==> config.mk <==
export PLATFORM = sky130hd
export DESIGN_NAME = wd_fail_responder
export DESIGN_NICKNAME = d
export VERILOG_FILES = /design/src/rtl/wdr_pkg.sv /design/src/rtl/sync_2ff.sv /design/src/rtl/wd_fail_responder.sv
export SDC_FILE = /design/constraint.sdc
export NUM_CORES = 1
export LEC_CHECK = 0
export CAP_MARGIN = 10
export CORE_AREA = 2 2 59 61
export CTS_CLUSTER_DIAMETER = 120
export CTS_CLUSTER_SIZE = 20
export DETAILED_ROUTE_END_ITERATION = 7
export DIE_AREA = 0 0 61 63
export GPL_ROUTABILITY_DRIVEN = 0
export PLACE_DENSITY_LB_ADDON = 0.2
export SLEW_MARGIN = 20
export SYNTH_ARGS = -nofsm -noshare
export SYNTH_HDL_FRONTEND = slang
export SYNTH_HIERARCHICAL = 1
export SYNTH_SLANG_ARGS = --single-unit
==> constraint.sdc <==
create_clock -name CLK -period 1.5 [get_ports CLK]
set_input_delay 0.375 -clock CLK [delete_from_list [all_inputs] [get_ports CLK]]
set_output_delay 0.375 -clock CLK [all_outputs]
set_load 0.1 [all_outputs]
==> src/rtl/wdr_pkg.sv <==
// Shared types and constants for the watchdog fail responder.
package wdr_pkg;

    // Responder state machine
    typedef enum logic [2:0] {
        IDLE  = 3'd0,
        GRACE = 3'd1,
        RESET = 3'd2,
        HOLD  = 3'd3,
        LOCK  = 3'd4
    } wdr_state_e;

    // Fault codes reported by the detector on FLSTAT
    localparam logic [2:0] FL_NONE   = 3'b000;
    localparam logic [2:0] FL_FWOVR  = 3'b001;
    localparam logic [2:0] FL_EARLY  = 3'b010;
    localparam logic [2:0] FL_DOUBLE = 3'b011;
    localparam logic [2:0] FL_MISS   = 3'b100;

    // Firmware override skips the grace window; every other code (known or not) gets one.
    function automatic logic takes_grace(input logic [2:0] code);
        return code != FL_FWOVR;
    endfunction

endpackage

==> src/rtl/sync_2ff.sv <==
// Single-bit two-flop synchroniser with synchronous active-low reset.
module sync_2ff (
    input  logic clk,
    input  logic rst_n,
    input  logic d,
    output logic q
);

    logic q1_q;
    logic q2_q;

    // Two back-to-back flops to settle a possibly metastable sample
    always_ff @(posedge clk) begin
        if (!rst_n) begin
            q1_q <= 1'b0;
            q2_q <= 1'b0;
        end else begin
            q1_q <= d;
            q2_q <= q1_q;
        end
    end

    assign q = q2_q;

endmodule

==> src/rtl/wd_fail_responder.sv <==
// Watchdog fail responder: latches the fault, grants a grace window, issues a
// timed SYSRST pulse and locks out after repeated resets.
// Optional fault history log is built only when WDR_FLTLOG_EN is defined.
module wd_fail_responder
    import wdr_pkg::*;
#(
    parameter int GRACE_CYC = 16,
    parameter int RST_WIDTH = 8,
    parameter int MAX_FAIL  = 3,
    parameter int CNT_W     = 4
) (
    input  logic             CLK,
    input  logic             RSTN,
    input  logic             WDFAIL,
    input  logic [2:0]       FLSTAT,
    input  logic             CLRFLT,
    output logic             SYSRST,
    output logic             ALARM,
    output logic [2:0]       FLTCODE,
    output logic [CNT_W-1:0] FLTCNT,
    output logic             LOCKOUT,
    output logic [11:0]      FLTHIST
);

    // One shared down-counter serves both the grace window and the reset pulse
    localparam int TMR_MAX = (GRACE_CYC > RST_WIDTH) ? GRACE_CYC : RST_WIDTH;
    localparam int TMR_W   = $clog2(TMR_MAX + 1);

    wdr_state_e       state_q, state_d;
    logic [TMR_W-1:0] tmr_q, tmr_d;
    logic             sysrst_q, sysrst_d;
    logic             alarm_q, alarm_d;
    logic [2:0]       code_q, code_d;
    logic [CNT_W-1:0] cnt_q, cnt_d;
    logic             lock_q, lock_d;
    logic             wf_q3_q, wf_q3_d;
    logic             rise_q, rise_d;
    logic [2:0]       flstat_q, flstat_d;

    logic wf_s;
    logic wf_rise;
    logic fault_take;
    logic clr_take;

    sync_2ff u_sync (
        .clk  (CLK),
        .rst_n(RSTN),
        .d    (WDFAIL),
        .q    (wf_s)
    );

    assign wf_rise    = wf_s & ~wf_q3_q;
    // The FSM acts on the registered rise so it sees the code captured with it
    assign fault_take = (state_q == IDLE) && rise_q;
    // A clear coinciding with a detected rise (raw or registered) is dropped
    assign clr_take   = (state_q == IDLE) && !rise_q && !wf_rise && CLRFLT;

    // Next-state and output computation
    always_comb begin
        state_d  = state_q;
        tmr_d    = tmr_q;
        sysrst_d = sysrst_q;
        alarm_d  = alarm_q;
        code_d   = code_q;
        cnt_d    = cnt_q;
        lock_d   = lock_q;
        wf_q3_d  = wf_s;
        rise_d   = wf_rise;
        flstat_d = wf_rise ? FLSTAT : flstat_q;

        case (state_q)
            IDLE: begin
                if (fault_take) begin
                    code_d  = flstat_q;
                    alarm_d = 1'b1;
                    cnt_d   = (&cnt_q) ? cnt_q : cnt_q + 1'b1;
                    if (takes_grace(flstat_q)) begin
                        state_d = GRACE;
                        tmr_d   = TMR_W'(GRACE_CYC - 1);
                    end else begin
                        state_d  = RESET;
                        tmr_d    = TMR_W'(RST_WIDTH - 1);
                        sysrst_d = 1'b1;
                    end
                end else if (clr_take) begin
                    alarm_d = 1'b0;
                    code_d  = FL_NONE;
                    cnt_d   = '0;
                end
            end
            GRACE: begin
                if (!wf_s) begin
                    state_d = IDLE;
                end else if (tmr_q == '0) begin
                    state_d  = RESET;
                    tmr_d    = TMR_W'(RST_WIDTH - 1);
                    sysrst_d = 1'b1;
                end else begin
                    tmr_d = tmr_q - TMR_W'(1);
                end
            end
            RESET: begin
                if (tmr_q == '0) begin
                    if (cnt_q >= CNT_W'(MAX_FAIL)) begin
                        state_d = LOCK;
                        lock_d  = 1'b1;
                    end else begin
                        state_d  = HOLD;
                        sysrst_d = 1'b0;
                    end
                end else begin
                    tmr_d = tmr_q - TMR_W'(1);
                end
            end
            HOLD: begin
                if (!wf_s) state_d = IDLE;
            end
            LOCK: begin
                sysrst_d = 1'b1;
                lock_d   = 1'b1;
            end
            default: state_d = IDLE;
        endcase
    end

    // State, timer, edge-detect and output registers
    always_ff @(posedge CLK) begin
        if (!RSTN) begin
            state_q  <= IDLE;
            tmr_q    <= '0;
            sysrst_q <= 1'b0;
            alarm_q  <= 1'b0;
            code_q   <= FL_NONE;
            cnt_q    <= '0;
            lock_q   <= 1'b0;
            wf_q3_q  <= 1'b0;
            rise_q   <= 1'b0;
            flstat_q <= FL_NONE;
        end else begin
            state_q  <= state_d;
            tmr_q    <= tmr_d;
            sysrst_q <= sysrst_d;
            alarm_q  <= alarm_d;
            code_q   <= code_d;
            cnt_q    <= cnt_d;
            lock_q   <= lock_d;
            wf_q3_q  <= wf_q3_d;
            rise_q   <= rise_d;
            flstat_q <= flstat_d;
        end
    end

`ifdef WDR_FLTLOG_EN
    logic [11:0] hist_q, hist_d;

    // Shift each accepted fault code into the log; cleared with the fault state
    always_comb begin
        hist_d = hist_q;
        if (fault_take)    hist_d = {hist_q[8:0], flstat_q};
        else if (clr_take) hist_d = '0;
    end

    // Fault history register
    always_ff @(posedge CLK) begin
        if (!RSTN) hist_q <= '0;
        else       hist_q <= hist_d;
    end

    assign FLTHIST = hist_q;
`else
    assign FLTHIST = '0;
`endif

    assign SYSRST  = sysrst_q;
    assign ALARM   = alarm_q;
    assign FLTCODE = code_q;
    assign FLTCNT  = cnt_q;
    assign LOCKOUT = lock_q;

endmodule
==> results.txt, run 1 <==
Mapped Area - 0.00143 sq mm
Die H - 63 um
Largest net degree at the start of global routing - 15
Gr ovfl total - 0
Final period utilization - 109%
WP data required - 1.74 ns
CP endpoint - tmr_q[4]
Tot GR Track Use - 18.6%
Unrepaired setup endpoints after global routing - yes
CP Launch Type - flop
Vias in the first global route - 1272
Final hold slack - 0.422 ns
FF+latch count, synth - 25
DR WL met2 - 1680 um
Area grow syn2layout - 47.8%
Peak Freq - 613 MHz
Ys async rst share - 0%
Main combinational cell family by area after synthesis - simple AND/OR/NAND/NOR gates
Worst skew pair latency - 0.33 ns
Nets - 225
DRT Pass-1 Iters - 4
DP HPWL - 2430 um
DRC viols - 0
Htree depth - 1
Crit-path slowest cell - or4b_4
Post-synthesis adder-cell area fraction - 2.63%
Die ar. - 0.00384 sq mm
Setup violators final - 9
FF+latch area - 520 sq um
Worst r2r src - tmr_q[0]
Post-DP Area - 0.00194 sq mm
Uppermost layer routed - met4
Post-synthesis mux area share - 4.21%
Yosys top cell area share - 35.1%
Reg-to-reg slack, setup - -0.13 ns
P per Cell Area - 638 mW/mm^2
EDFF count, synth - 0
Final Hold Viols - 0
Multi-input logic area - 920 sq um
Final WL - 3310 um
Inserted Clock Buffers - 3
Wire per inst - 12.7 um
Area leader, netlist - dfxtp_1
Initial antenna violation count - 0
Antenna diodes - 0
Hold buffer count at cts - 0
Outcome - finished with violations
Initial Utilization - 44.1%
Top delay family on crit path - simple AND/OR/NAND/NOR gates
Clk_skew - 0.0101 ns
Synth top area cells - dfxtp_1 35%, buf_4 7.4%, nor2b_1 5.3%
CTS tree - built
Maximum VDD drop - 528 uV
Total number of vias - 1342
Leak - 0.000845 uW
Crit. End Element - flop
Worst-case reg-to-reg path depth - 7
First-pass GRT wire length - 5530 um
Final min period - 1.63 ns
Mean post-synth cell area - 8.75 sq um
Longest Clk Path Bufs - 2
Critical path peak fanout - 5
Worst Hold Class - flop to flop
Post-synth top cells - 25 x dfxtp_1, 14 x buf_4, 12 x nor2b_1
Post-synthesis compound-gate area fraction - 20.5%
Critical Path Max Stage Delay - 0.52 ns
Routed vias/inst - 5.16
Worst Path Buf+Inv - 1
Layout cells sized above 1 - 41.1%
CP startpoint - tmr_q[0]
Cells along the critical path - inv_2, ha_4, or4b_4, a21oi_4, a21oi_2, o211ai_1, o21ai_1
CTS root buf - clkbuf_4
Top Ports - 29
Count of buffers from port buffering - 16
Initial DRC count - 45
WL met1 - 1440 um
# clock sinks - 25
Distinct cell type count after synthesis - 45
Met3 WL - 141 um
Fin area - 0.00211 sq mm
Ys flop type - dfxtp_1
Yosys warns - 6
Post-synthesis xor/xnor area fraction - 0.614%
Post-route ant nets - 0
FP Rows - 21
CORE AREA - 0.00323 sq mm
Pre-CTS setup slack - -0.184 ns
Stages on worst setup path - 7
Part of the Yosys area used for sequential elements - 35.1%
Final WS setup - -0.132 ns
Arr. time, crit path - 1.88 ns
Failing checks - setup timing
Critical R2R Capture - tmr_q[4]
Worst Setup Path Type - flop to flop
Die Wd - 61 um
Max-slew violation count - 0
Post-Syn Instances - 163
Simple-gate share of the synthesized area - 26.8%
Fillers - 287
Max Cap Viol - 0
Top-count cell post-synth - dfxtp_1
Clk slew on worst S/H paths - 0.15 ns
==> metrics by stage <==
stage / cells / utilization [%] / setup TNS [ns] / total power [uW]
4_1_cts: 257 / 62.6 / -0.614 / 1340
6_report: 260 / 65.2 / -0.634 / 1340
3_3_place_gp: 250 / 60.0 / -1.00 / 1010
3_5_place_dp: 250 / 60.0 / -1.42 / 1020
2_1_floorplan: 174 / - / -0.124 / 959
5_1_grt: 260 / 65.2 / -1.58 / 1400
==> report_power, final <==
part	internal, uW	switching (uW)
sequential	672	12.2
clock	100	219
combinational	111	230
total	883	461
==> how the worst min path moves through the flow <==
stage	from	slack [ns]	end	cells past startpoint
floorplan	wf_q3_q	0.38	rise_q	1
global placement	wf_q3_q	0.39	rise_q	1
detailed placement	wf_q3_q	0.41	rise_q	1
CTS	wf_q3_q	0.43	rise_q	1
global route	wf_q3_q	0.45	rise_q	1
finish	wf_q3_q	0.42	rise_q	1
==> logic make-up after synthesis <==
logic type | count (synthesis)
xor+xnor | 1
buf+inv | 23
mux | 6
fa+ha+maj | 3
flops | 25
simple gates | 60
compound gates | 44
other cells | 1
==> final cells by class <==
type                       count  area share (%)
clock buffer                   3            1.07
clock inverter                 1           0.237
inverter                       3           0.534
multi-input combinational    126            43.6
sequential                    25            24.7
tap                           46            2.73
timing repair buffer          56            27.1
==> state kept, by name (all words and copies together) (netlist names) <==
register and cells:
FLTCODE 3, u_sync/q1_q 1, LOCKOUT 1, u_sync/q 1, state_q 3, ALARM 1, wf_q3_q 1, flstat_q 3
rise_q 1, tmr_q 5, SYSRST 1, FLTCNT 4
==> routing by layer <==
layer	up-vias	GRT usage, %
li1	662	-
met1	635	22.7
met5	-	0
met3	6	5.18
met2	39	30.8
met4	0	5.71
==> cells in the final DEF, fill, tap and decap left out, types with 3 or more instances in the layout <==
cell / n
dfxtp_2: 4
mux2i_1: 6
buf_6: 3
dfxtp_1: 17
nor3b_2: 4
conb_1: 12
a22oi_1: 4
a21oi_1: 6
buf_12: 10
a21oi_2: 4
and2_1: 4
o211ai_1: 4
o21ai_1: 3
nor2_1: 10
nor2b_1: 12
nand2_1: 9
o21ai_0: 8
clkdlybuf4s50_1: 6
clkbuf_4: 3
buf_4: 37
dfxtp_4: 4
==> repair_timing <==
| action | 4_1_cts | 5_1_grt |
|---|---|---|
| endpoints found under the setup margin | 10 | 14 |
| resized for setup | 9 | 16 |
| pin swaps | 6 | 7 |
| gates cloned | 0 | 0 |
| setup buffers | 3 | 3 |
Power figures use the tool's default switching activity.
==> run 2, diff against run 1 <==
--- a/config.mk
+++ b/config.mk
@@ -12,7 +12,7 @@
 export DETAILED_ROUTE_END_ITERATION = 7
 export DIE_AREA = 0 0 61 63
 export GPL_ROUTABILITY_DRIVEN = 0
-export PLACE_DENSITY_LB_ADDON = 0.2
+export PLACE_DENSITY = 0.74
 export SLEW_MARGIN = 20
 export SYNTH_ARGS = -nofsm -noshare
 export SYNTH_HDL_FRONTEND = slang
==> run 2 against run 1 <==
  * The flow still finishes with violations (setup timing)
  * Total power is 0.60% higher
  * Largest power group unchanged
  * Highest routed layer unchanged
  * Count of clock-buffer cells in the layout stayed put
  * Flip-flop and latch count stayed put
  * Combinational power is 2% higher
  * Wire length is 2.7% lower
  * Clock skew hardly changed
  * Clock power hardly changed
==> results.txt, run 2 (synthesis results as in run 1) <==
Longest Clk Path Bufs - 2
CTS tree - built
Critical path peak fanout - 5
Tot GR Track Use - 18.2%
Hold buffer count at cts - 0
Commonest non-fill, non-tap cell in the layout - buf_4
Crit. End Element - flop
Min-Delay Endpoint - rise_q
Fillers - 272
Wire per inst - 12.8 um
Maximum VDD drop - 313 uV
Fin util - 62.8%
Top reg by flops - tmr_q
Final Hold Viols - 0
Critical R2R Capture - tmr_q[4]
# clock sinks - 25
CP Launch Type - flop
Multi-input logic area - 920 sq um
CTS root buf - clkbuf_4
Routed vias/inst - 5.10
Unrepaired setup endpoints after global routing - yes
Largest net degree at the start of global routing - 15
Outcome - finished with violations
Hold path depth - 1
Max Cap Viol - 0
Pre-CTS setup slack - -0.171 ns
Inserted Clock Buffers - 3
FP Rows - 21
Reg-to-reg slack, setup - -0.19 ns
Largest register FFs - 5
Nets - 216
P per Cell Area - 666 mW/mm^2
Top Ports - 29
CORE AREA - 0.00323 sq mm
CP startpoint - tmr_q[1]
Total number of vias - 1280
Die ar. - 0.00384 sq mm
Post-route ant nets - 0
Max-slew violation count - 0
Peak Freq - 593 MHz
Most frequent cells in the layout - 29 x buf_4, 18 x dfxtp_1, 12 x nor2b_1, 12 x conb_1, 10 x buf_12
Htree depth - 1
Die H - 63 um
Setup_tns - -1.05 ns
Leak - 0.000805 uW
Worst r2r src - tmr_q[1]
Worst Hold Class - flop to flop
Initial antenna violation count - 0
Worst-case reg-to-reg path depth - 7
Setup violators final - 9
Antenna diodes - 0
Arr. time, crit path - 1.92 ns
Final min period - 1.69 ns
Clk_skew - 0.0100 ns
Vias in the first global route - 1238
DRC viols - 0
Clk slew on worst S/H paths - 0.15 ns
First-pass GRT wire length - 5490 um
Area grow syn2layout - 42.4%
WP data required - 1.73 ns
Initial DRC count - 45
HP Start - wf_q3_q
Placed cell count - 243
Layout cells sized above 1 - 37.1%
Final WL - 3220 um
Final cell count without fillers - 251
Initial Utilization - 44.1%
Die Wd - 61 um
FF+latch area - 514 sq um
DRT Pass-1 Iters - 4
Worst skew pair latency - 0.33 ns
Gr ovfl total - 0
Worst Setup Path Type - flop to flop
Count of buffers from port buffering - 16
Final WS setup - -0.186 ns
Final period utilization - 112%
Failing checks - setup timing
DP HPWL - 2380 um
==> run 2: cell count changes in the layout (fill, tap and decap cells not counted), sizes merged <==
cell  previous run  this run
buf             50        41
==> run 2: power by group <==
part / internal (uW) / leakage [uW] / total [uW] / switching [uW]
Clock: 100 / 0.0000177 / 316 / 216
Sequential: 675 / 0.000206 / 688 / 13.2
Combinational: 114 / 0.000581 / 348 / 234
Total: 889 / 0.000805 / 1350 / 464
==> run 2: area by class of cell <==
class	instances	area share, %
inverter	3	0.555
tap	46	2.83
clock inverter	1	0.246
sequential	25	25.3
multi-input combinational	126	45.3
clock buffer	3	1.11
timing repair buffer	47	24.6
==> run 2: critical path, stage by stage, from the launching register on <==
cell and delay [ns]:
dfxtp_2 0.36, inv_2 0.07, ha_4 0.13, or4b_4 0.52, a21oi_4 0.20, a21oi_2 0.04, o211ai_1 0.18, o21ai_1 0.09
==> run 2: through the flow <==
step	hold slack [ns]	power [uW]	area, sq um
after floorplan	0.383	959	1500
after global placement	0.392	1000	1890
after detailed placement	0.400	1010	1890
after CTS	0.423	1350	1990
after global routing	0.442	1410	2030
final	0.419	1350	2030
==> run 2: metal layers <==
| metal | track usage (%) | share of wire [%] | up-vias |
|---|---|---|---|
| li1 | - | - | 645 |
| met1 | 23.4 | 44 | 595 |
| met2 | 29.8 | 51 | 34 |
| met3 | 2.90 | 3.8 | 6 |
| met4 | 6.52 | 1.5 | 0 |
| met5 | 0 | 0 | - |
==> run 2: worst max-delay path by stage <==
| stage | to | depth (start not counted) |
|---|---|---|
| 6_report | tmr_q[4] | 7 |
| 5_1_grt | state_q[0] | 8 |
| 4_1_cts | tmr_q[4] | 7 |
| 3_5_place_dp | FLTCNT[3] | 5 |
| 3_3_place_gp | FLTCNT[3] | 5 |
| 2_1_floorplan | LOCKOUT | 6 |
==> run 2: repair_timing <==
item,CTS,global route
resized for setup,12,10
setup buffers,3,2
hold endpoints to repair,0,0
pin swaps,6,6
endpoints found under the setup margin,9,13
cloned,0,0
